### config.mk
export PLATFORM = sky130hd
export DESIGN_NAME = ifetch
export DESIGN_NICKNAME = d
export VERILOG_FILES = /design/src/rtl/cpu_pkg.sv /design/src/rtl/ifetch_fifo.sv /design/src/rtl/ifetch.sv
export SDC_FILE = /design/constraint.sdc
export NUM_CORES = 1
export LEC_CHECK = 0
export ABC_AREA = 1
export BUFFER_PORTS_ARGS = -buffer_cell sky130_fd_sc_hd__buf_4
export CORE_UTILIZATION = 44
export CTS_BUF_LIST = sky130_fd_sc_hd__clkbuf_8
export DETAILED_ROUTE_END_ITERATION = 10
export HOLD_SLACK_MARGIN = 0.1
export MAX_ROUTING_LAYER = met4
export PLACE_DENSITY_LB_ADDON = 0.12
export SLEW_MARGIN = 15
export SYNTH_ARGS = -nofsm -noshare
export SYNTH_HDL_FRONTEND = slang
export SYNTH_SLANG_ARGS = --single-unit
### constraint.sdc
create_clock -name clk -period 2.91 [get_ports clk]
set_input_delay 0.4365 -clock clk [delete_from_list [all_inputs] [get_ports clk]]
set_output_delay 0.4365 -clock clk [all_outputs]
set_load 0.05 [all_outputs]
### src/rtl/cpu_pkg.sv
// Shared types for the 16-bit lab CPU front end: widths, fetch FSM states and
// the fetch-buffer entry layout.
package cpu_pkg;

  localparam int unsigned ADDR_W = 8;
  localparam int unsigned DATA_W = 16;

  typedef enum logic [1:0] {
    S_ISSUE,
    S_WAIT,
    S_DROP
  } fetch_state_e;

  typedef struct packed {
    logic [ADDR_W-1:0] addr;
    logic [DATA_W-1:0] instr;
  } fetch_entry_t;

  function automatic logic [ADDR_W-1:0] sext_disp(input logic [7:0] disp);
    return ADDR_W'($signed(disp));
  endfunction

endpackage

### src/rtl/ifetch_fifo.sv
// Two-entry synchronous FIFO of fetched {addr, instr} pairs. Flush empties it
// without touching storage; push on a full FIFO is accepted only with a pop.
module ifetch_fifo
  import cpu_pkg::*;
(
  input  logic         clk,
  input  logic         rst,
  input  logic         flush,
  input  logic         push,
  input  fetch_entry_t wdata,
  input  logic         pop,
  output fetch_entry_t head,
  output logic [1:0]   count,
  output logic         full,
  output logic         empty
);

  fetch_entry_t mem_q [2];
  logic         wr_ptr_q;
  logic         rd_ptr_q;
  logic [1:0]   count_q;
  logic         do_push;
  logic         do_pop;

  assign do_pop  = pop && !empty;
  assign do_push = push && (!full || do_pop);

  always_ff @(posedge clk) begin
    if (rst) begin
      mem_q[0] <= '0;
      mem_q[1] <= '0;
      wr_ptr_q <= 1'b0;
      rd_ptr_q <= 1'b0;
      count_q  <= 2'd0;
    end else if (flush) begin
      wr_ptr_q <= 1'b0;
      rd_ptr_q <= 1'b0;
      count_q  <= 2'd0;
    end else begin
      if (do_push) begin
        mem_q[wr_ptr_q] <= wdata;
        wr_ptr_q        <= ~wr_ptr_q;
      end
      if (do_pop) begin
        rd_ptr_q <= ~rd_ptr_q;
      end
      count_q <= count_q + {1'b0, do_push} - {1'b0, do_pop};
    end
  end

  assign head  = mem_q[rd_ptr_q];
  assign count = count_q;
  assign full  = (count_q == 2'd2);
  assign empty = (count_q == 2'd0);

endmodule

### src/rtl/ifetch.sv
// Instruction fetch stage: owns the PC, keeps one read in flight to instruction
// memory, buffers returns in a 2-entry FIFO and redirects on jmp/br.
module ifetch #(
  parameter int unsigned       ADDR_W   = cpu_pkg::ADDR_W,
  parameter int unsigned       DATA_W   = cpu_pkg::DATA_W,
  parameter logic [ADDR_W-1:0] RESET_PC = '0
) (
  input  logic              clk,
  input  logic              rst,
  input  logic              jmp,
  input  logic              br,
  input  logic [7:0]        imm,
  input  logic [7:0]        disp,
  input  logic              stall,
  output logic              imem_req,
  output logic [ADDR_W-1:0] imem_addr,
  input  logic              imem_rvalid,
  input  logic [DATA_W-1:0] imem_rdata,
  output logic              instr_valid,
  output logic [DATA_W-1:0] instruction,
  output logic [ADDR_W-1:0] pc
);
  import cpu_pkg::*;

  fetch_state_e      state_q;
  logic [ADDR_W-1:0] fetch_pc_q;
  logic [ADDR_W-1:0] req_addr_q;

  fetch_entry_t      head;
  fetch_entry_t      wdata;
  logic [1:0]        count;
  logic              full;
  logic              empty;

  logic              consume;
  logic              redirect;
  logic              push;
  logic              space_after;
  logic [ADDR_W-1:0] target;

  assign consume  = instr_valid && !stall;
  assign redirect = consume && (jmp || br);
  assign target   = jmp ? imm : pc + sext_disp(disp);

  // A response that races a redirect belongs to the old stream and is dropped.
  assign push        = (state_q == S_WAIT) && imem_rvalid && !redirect;
  assign space_after = ({1'b0, count} + 3'd1 - {2'b00, consume}) < 3'd2;
  assign wdata       = '{addr: req_addr_q, instr: imem_rdata};

  always_comb begin
    imem_req = 1'b0;
    if (!rst) begin
      unique case (state_q)
        S_ISSUE: imem_req = !full;
        S_WAIT:  imem_req = push && space_after;
        default: imem_req = 1'b0;
      endcase
    end
  end

  assign imem_addr = fetch_pc_q;

  always_ff @(posedge clk) begin
    if (rst) begin
      state_q    <= S_ISSUE;
      fetch_pc_q <= RESET_PC;
      req_addr_q <= '0;
    end else begin
      if (imem_req) begin
        fetch_pc_q <= fetch_pc_q + ADDR_W'(1);
        req_addr_q <= fetch_pc_q;
      end
      if (redirect) begin
        fetch_pc_q <= target;
      end
      unique case (state_q)
        S_ISSUE: begin
          // A request issued alongside a redirect is already stale.
          if (imem_req) state_q <= redirect ? S_DROP : S_WAIT;
        end
        S_WAIT: begin
          if (imem_rvalid) state_q <= (push && space_after) ? S_WAIT : S_ISSUE;
          else if (redirect) state_q <= S_DROP;
        end
        S_DROP: begin
          if (imem_rvalid) state_q <= S_ISSUE;
        end
        default: state_q <= S_ISSUE;
      endcase
    end
  end

  ifetch_fifo u_fifo (
    .clk   (clk),
    .rst   (rst | redirect),
    .flush (redirect),
    .push  (push),
    .wdata (wdata),
    .pop   (consume),
    .head  (head),
    .count (count),
    .full  (full),
    .empty (empty)
  );

  assign instr_valid = !empty;
  assign instruction = empty ? '0 : head.instr;
  assign pc          = empty ? '0 : head.addr;

endmodule

### Yosys cells after proc, flatten, opt, wreduce, memory -nomap -nowiden

Memories as Yosys holds them, arrays and structs flattened. A register that Yosys moved wholly into a read port is not among the register bits.
Cells that the tools add are included.

* flip-flop bits (word level): 22
* memory bits (writable): 48
* output and inout bits: 34
* word-level logic and storage cells: 67
* memories kept: 1

* add/subtract/negate cells: 6
* magnitude comparators: 1
* eq/ne operators: 6
* multiplexer cells: 25
* bitwise operators: 3
* reductions and logical operators: 19

Memories
* u_fifo.mem_q: depth 2, width 24, rd ports 1, clocked after memory_dff 1, write ports 2, line ifetch_fifo.sv:18 `fetch_entry_t mem_q [2];`

Operator list (number)
* $mux W8: 4
* $mux W24: 1
* $reduce_or A24 Y1: 1
* $mux W16: 1
* $mux W1: 12
* $mux W2: 5
* $add A8 B1 Y8 const B: 1
* $add A8 B8 Y8: 1
* $logic_and A1 B1 Y1: 7
* $pmux W2 S3: 1
* $eq A2 B2 Y1 const B: 2
* $logic_not A1 Y1: 4
* $logic_not A2 Y1: 2
* $ne A2 B2 Y1 const B: 2
* $add A2 B1 Y3 const B: 1
* $lt A3 B2 Y1 const B: 1
* $ne A3 B3 Y1 const B: 1
* $reduce_and A3 Y1: 1
* $sub A3 B1 Y3: 1
* $add A2 B1 Y2: 1
* $eq A2 B1 Y1 const B: 1
* $logic_or A1 B1 Y1: 2
* $not A1 Y1: 2
* $pmux W1 S2: 1
* other kinds (4): 4

### Longest topological paths before layout

Gate-level depths: netlist of the first run.

* depth after elaboration: 13
* gate-level depth with buffers: 18
* mapped depth without buffers: 17

### Cells and area by module

A second synthesis of the first run with hierarchy kept.

* cell total of the unflattened synthesis: 465
* area total of the unflattened synthesis: 4032.6 µm²

Modules (own cells, without submodules)
* ifetch_fifo: instances 1, cells each 193, area each 2453.6 µm²
* ifetch: instances 1, cells each 272, area each 1579.0 µm²

### Worst setup path after synthesis of the first run

OpenSTA, ideal clock, no wires.

* kind: reg-to-reg
* start point: register u_fifo.count_q[1], in the netlist u_fifo.count[1]
* end point: register fetch_pc_q[6], in the netlist imem_addr[6]
* setup time: 0.118 ns
* arrival: 3.136 ns
* data required time: 2.792 ns
* slack: -0.344 ns
* cell stages (with the launch flop): 17
* buffers on the path: 0
* cell sequence: dfxtp_1 -> inv_2 -> nand2_4 -> inv_1 -> nor3_1 -> inv_1 -> fa_1 -> inv_1 -> nand2_1 -> nand2_1 -> nand3b_1 -> nand3_1 -> nand2_1 -> nor2_1 -> nor2_1 -> nor2_1 -> nor2_1

* longest elaborated chain between the ends: 10
* elaborated cells between the ends (all ways): 19

Ends and longest elaborated chain
* start: declaration: line ifetch_fifo.sv:21 `logic [1:0] count_q;`
* start signal: assignment: line ifetch_fifo.sv:47 `count_q <= count_q + {1'b0, do_push} - {1'b0, do_pop};`
* $logic_not A2 Y1 (*): line ifetch_fifo.sv:54 `assign empty = (count_q == 2'd0);`
* $logic_not A1 Y1 (*): line ifetch.sv:106 `assign instr_valid = !empty;`
* named net instr_valid: line ifetch.sv:19 `output logic instr_valid,`
* $logic_and A1 B1 Y1 (*): line ifetch.sv:41 `assign consume = instr_valid && !stall;`
* parallel branches: the longest is 7 deep, another holds $sub A3 B1 Y3
* end signal: assignment: line ifetch.sv:70 `fetch_pc_q <= fetch_pc_q + ADDR_W'(1);`
* end signal: assignment: line ifetch.sv:74 `fetch_pc_q <= target;`
* end: declaration: line ifetch.sv:26 `logic [ADDR_W-1:0] fetch_pc_q;`

Mark *: on every way through the listed nets, which the timed path passes.
A chain may end at the register's enable or synchronous reset.

### Worst setup path in the final report of the first run

* start point: register u_fifo.count_q[1], in the netlist u_fifo.count[1]
* end point: register fetch_pc_q[6], in the netlist imem_addr[6]

* longest elaborated chain between the ends: 10
* elaborated cells between the ends (all ways): 19

Ends and longest elaborated chain
* parallel branches: the longest is 10 deep, another holds $add A2 B1 Y3

Parallel ways; which one is timed is not known.

==> metrics.cfg, run 1 <==
[sta]
holdWs_ps = 323
fmax_ghz = 0.403
hold_viol_final = 0
rsz0062_at_grt = false
tightest_slew_ps = 515
clock_skew_ps = 8.92
worst_slack_ps = 429
post-route-min-period_ps = 2480
maxSlewHeadroom_pct = 65.6
final-setup-viol-count = 0
period_share_pct = 85.2
tns_ps = 0
slew_viol_final = 0

[global_routing]
grt_max_degree = 25
grt.overflow.total = 0
antenna_found_initial = 0
grt_usage_pct = 20.5
grt_pass1_vias = 3011
grt_pass1_wl_mm = 13.9

[synth]
synth_nets = 523
yosysUniqueCellTypes = 31
syn_inst = 473
yosysSeqAreaShare_pct = 48.5
avgSynthCellArea_um2 = 8.29
syn-cell-area_um2 = 3920
ys_warn_count = 0
synth_seq_cells = 71

[placement]
io_buffers = 71
place_ws_ps = 455
gp_congestion = 0.845
place_hpwl_mm = 6.17

[pwr]
clkPwrFrac_pct = 18.6
seq_power_share_pct = 31.4
netSwitchingFraction_pct = 46.6
p_sw_mw = 2.23
internal_power_mw = 2.56
leakagePower_nw = 2.15
ir_worst_vdd_v = 0.000608
power_density_nw_per_um2 = 996
combPwrFrac_pct = 50.0
finalPower_mw = 4.79

[floorplan]
coreArea_um2 = 8680
die_area_um2 = 9290
initial_core_util_pct = 45.2
ioPinCount = 72
rows = 34
die_w_um = 96.4
die_h_um = 96.4

[clocking]
ctsResizeCount = 0
cts_tree = built
h-tree-depth = 3
cts_buffers = 9
cts_sinks = 71
hold_buffers = 0
clk_path_buf_depth = 2
cts-root-buf = clkbuf_8
cts_setup_buffers = 0
worstSkewPairLatency_ps = 340
cts.clk_slew.worst_paths_ps = 80

[worst_setup_path]
required_ps = 3140
critPathMaxFanout = 12
cp-end-kind = flip-flop
arrival_ps = 2720
crit_path_start_kind = flip-flop
critical_path_class = flip-flop to flip-flop

[drt]
drtIter0Drc = 167
drc_errors = 0
vias = 3192
viasPerCell = 4.83
routed_wl_mm = 8.69
wl_per_cell_um = 13.1
dr.pass1.iters = 4
antenna_left = 0

[layout]
fin_util_pct = 55.5
mostFrequentLayoutCells = nand2_1 (108), buf_4 (81), inv_1 (65)
nNetsFinal = 598
final_common_cell = nand2_1
area_growth_pct = 22.8
num_antenna_cells = 0
drive_gt1_share_pct = 25.0

[flow_run]
max_cap_violations = 0

[worst_hold_path]
min_path_type = primary input to flip-flop

[status]
status = finished, final reports clean

cell type report:
type / instances / area [µm²]
fillers: 831 / 3860
flip-flops and latches: 71 / 1900
multi-input cells: 314 / 1660
repair buffers: 82 / 628
inverters: 70 / 263
well taps: 108 / 135
clock buffers: 9 / 124
clock inverters: 7 / 104
synthesized netlist by cell type, drive strengths merged:
master	instances	area share, %
dfxtp	23	12
buf	7	1.9
o21ai	23	2.9
o22ai	1	0.16
nand3b	2	0.38
nand4	2	0.32
or2	8	1.3
inv	70	6.7
a21oi	41	5.2
fa	1	0.51
o21bai	1	0.19
xor2	2	0.45
nand3	25	3.3
edfxtp	48	37
clkbuf	11	1.1
a211oi	1	0.19
nor3	3	0.38
a31oi	1	0.16
nand2	109	11
nor2	81	12
ha	11	3.5
o211ai	1	0.32
xnor2	1	0.22
power by group through the flow:
stage	sequential (mW)	combinational (mW)	clock, mW
after global routing	1.54	2.65	0.954
after CTS	1.50	2.41	0.910
final	1.50	2.40	0.893
after floorplan	1.66	1.57	0
after detailed placement	1.52	2.40	0
after global placement	1.52	2.38	0
metrics by stage:
stage          std cells  area [µm²]
3_3_place_gp         645        4590
2_1_floorplan        473        3940
6_report             661        4810
3_5_place_dp         645        4590
5_1_grt              661        4810
4_1_cts              661        4810
metal layers:
layer / vias up / GRT usage [%] / wire length, µm
met2: 73 / 32.2 / 4170
met5: - / - / 0
met3: 8 / 2.90 / 427
met4: 0 / 7.11 / 76
met1: 1452 / 27.5 / 4020
li1: 1659 / - / -
critical path, stage by stage (launching register included):
cell	delay, ps
dfxtp_1	400
inv_2	60
nand2_4	100
inv_1	230
a21oi_2	210
ha_1	180
inv_1	50
fa_1	400
inv_1	70
nand2_1	50
nand2_1	90
nand3b_1	100
nand3_1	90
nand2_1	50
nor2_1	110
nor2_1	50
nor2_1	80
nor2_1	40
cells by family (layout without fill, tap and decap cells):
family | after synthesis | after routing | synth area share (%)
compound gates | 69 | 69 | 9.19
xor+xnor | 3 | 3 | 0.670
fa+ha+maj | 12 | 12 | 4.02
buf+inv | 88 | 168 | 9.70
flops | 71 | 71 | 48.5
simple gates | 230 | 230 | 27.9
state kept, by name, summed over array words and instances (netlist names), named ones only:
name and count:
u_fifo.mem_q 48, u_fifo.wr_ptr_q 1, u_fifo.rd_ptr_q 1, req_addr_q 8, state_q 2, imem_addr 8, u_fifo.count 2
path summary, 6_finish.rpt:
kind | start | endpoint | slack [ps] | cells past startpoint
max | u_fifo.count[1] | imem_addr[6] | 430 | 17
min | rst | state_q[1] | 320 | 2
max reg2reg | u_fifo.count[1] | imem_addr[6] | 430 | 17
min reg2reg | req_addr_q[3] | req_addr_q[3] | 490 | 2
(Power assumes the default switching activity.)
==> run 2: changes to the inputs <==
--- a/config.mk
+++ b/config.mk
@@ -10,6 +10,7 @@
 export CORE_UTILIZATION = 44
 export CTS_BUF_LIST = sky130_fd_sc_hd__clkbuf_8
 export DETAILED_ROUTE_END_ITERATION = 10
+export GPL_TIMING_DRIVEN = 0
 export HOLD_SLACK_MARGIN = 0.1
 export MAX_ROUTING_LAYER = met4
 export PLACE_DENSITY_LB_ADDON = 0.12
==> run 2 against run 1 <==
Global-route usage shrank 0.34 points. Sequential power is essentially flat. Routed wire length shrank 3.0%.
==> metrics.cfg, run 2 (synthesis results as in run 1) <==
[sta]
tns_ps = 0  ; unchanged
worst_slack_ps = 284  ; was 429 ps
clock_skew_ps = 11.9  ; was 8.92 ps
post-route-min-period_ps = 2630  ; was 2480 ps
tightest_slew_ps = 1070  ; was 515 ps
rsz0062_at_grt = false  ; unchanged
hold_viol_final = 0  ; unchanged
fmax_ghz = 0.381  ; was 0.403 GHz
final-setup-viol-count = 0  ; unchanged
maxSlewHeadroom_pct = 28.4  ; was 65.6%
period_share_pct = 90.2  ; was 85.2%
holdWs_ps = 414  ; was 323 ps
slew_viol_final = 0  ; unchanged

[clocking]
worstSkewPairLatency_ps = 340  ; about the same
cts_sinks = 71  ; unchanged
hold_buffers = 0  ; unchanged
h-tree-depth = 3  ; unchanged
cts-root-buf = clkbuf_8  ; unchanged
clk_path_buf_depth = 2  ; unchanged
cts_buffers = 9  ; unchanged
cts_setup_buffers = 0  ; unchanged
cts.clk_slew.worst_paths_ps = 80  ; about the same
cts_tree = built  ; unchanged

[global_routing]
antenna_found_initial = 0  ; unchanged
grt_max_degree = 25  ; unchanged
grt_pass1_wl_mm = 13.7  ; was 13.9 mm
grt_pass1_vias = 2980  ; was 3011
grt.overflow.total = 0  ; unchanged
grt_usage_pct = 20.2  ; was 20.5%

[drt]
drtIter0Drc = 199  ; was 167
wl_per_cell_um = 12.7  ; was 13.1 µm
antenna_left = 0  ; unchanged
vias = 3221  ; was 3192
drc_errors = 0  ; unchanged
dr.pass1.iters = 4  ; unchanged
routed_wl_mm = 8.43  ; was 8.69 mm
viasPerCell = 4.84  ; was 4.83

[pwr]
power_density_nw_per_um2 = 955  ; was 996 nW/µm²
leakagePower_nw = 2.12  ; was 2.15 nW
ir_worst_vdd_v = 0.000655  ; was 0.000608 V
finalPower_mw = 4.56  ; was 4.79 mW

[layout]
mostFrequentLayoutCells = nand2_1 (107), buf_4 (70), inv_1 (64)  ; was nand2_1 (108), buf_4 (81), inv_1 (65)
fin_util_pct = 55.0  ; was 55.5%
final_common_cell = nand2_1  ; unchanged
num_antenna_cells = 0  ; unchanged
area_growth_pct = 21.8  ; was 22.8%
largest_reg_flops = 48  ; unchanged
nNetsFinal = 602  ; was 598
drive_gt1_share_pct = 24.1  ; was 25.0%
regMostFlops = u_fifo.mem_q  ; unchanged
design_area_um2 = 4770  ; was 4810 µm²
instances_no_fill = 665  ; was 661

[placement]
gp_congestion = 0.888  ; was 0.845
place_hpwl_mm = 6.26  ; was 6.17 mm
io_buffers = 70  ; was 71
placed_cells = 651  ; was 645
place_area_um2 = 4600  ; was 4590 µm²
place_ws_ps = -179  ; was 455 ps

[worst_setup_path]
critPathMaxFanout = 10  ; was 12
cp-end-kind = flip-flop  ; unchanged
crit_path_start_kind = flip-flop  ; unchanged
arrival_ps = 2850  ; was 2720 ps
critical_path_class = flip-flop to flip-flop  ; unchanged
required_ps = 3140  ; about the same

[floorplan]
initial_core_util_pct = 45.2  ; unchanged
coreArea_um2 = 8680  ; unchanged
die_area_um2 = 9290  ; unchanged
rows = 34  ; unchanged
die_w_um = 96.4  ; unchanged
die_h_um = 96.4  ; unchanged
ioPinCount = 72  ; unchanged

[worst_hold_path]
min_path_type = primary input to flip-flop  ; unchanged

[status]
status = finished, final reports clean  ; unchanged

[flow_run]
max_cap_violations = 0  ; unchanged

run 2: per-layer routing:
layer  vias to the layer above  GRT usage [%]  wire, µm
met5                         -              -         0
met4                         0           6.62        82
met3                         7           2.97       386
met2                        66           32.2      4000
met1                      1475           26.6      3960
li1                       1673              -         -
run 2: what timing repair did:
item                       4_1_cts  5_1_grt
gates resized for setup          0        7
setup endpoints to repair        2       29
cloned                           0        0
pin swaps                        0        0
run 2: worst max-delay path, cell delays in order, from the launching register on:
cell	delay, ps
dfxtp_1	420
inv_2	70
nand2_4	110
inv_1	120
buf_2	240
a21oi_2	200
ha_1	200
inv_1	50
fa_1	390
inv_1	70
nand2_1	40
nand2_1	90
nand3b_1	110
nand3_1	90
nand2_1	50
nor2_1	110
nor2_1	50
nor2_1	90
nor2_1	40
run 2: worst paths after layout:
| path | depth (start not counted) | endpoint | slack, ps | start |
|---|---|---|---|---|
| setup / recovery | 18 | imem_addr[6] | 280 | u_fifo.count[1] |
| hold / removal | 3 | u_fifo.mem_q[0][2] | 410 | imem_rdata[2] |
| setup reg to reg | 18 | imem_addr[6] | 280 | u_fifo.count[1] |
| hold reg to reg | 2 | req_addr_q[0] | 490 | req_addr_q[0] |
run 2: layout make-up:
cell class                 instances  area (µm²)
timing repair buffer              70         526
multi-input combinational        314        1660
clock buffer                       9         124
sequential                        71        1900
inverter                          70         267
clock inverter                     7        47.5
buffer                            16         113
tap                              108         135
fill                             846        3910
run 2: power by group:
group | switching, mW | internal, mW | total [mW]
Clock | 0.371 | 0.309 | 0.680
Combinational | 1.67 | 0.691 | 2.37
Sequential | 0.146 | 1.36 | 1.51
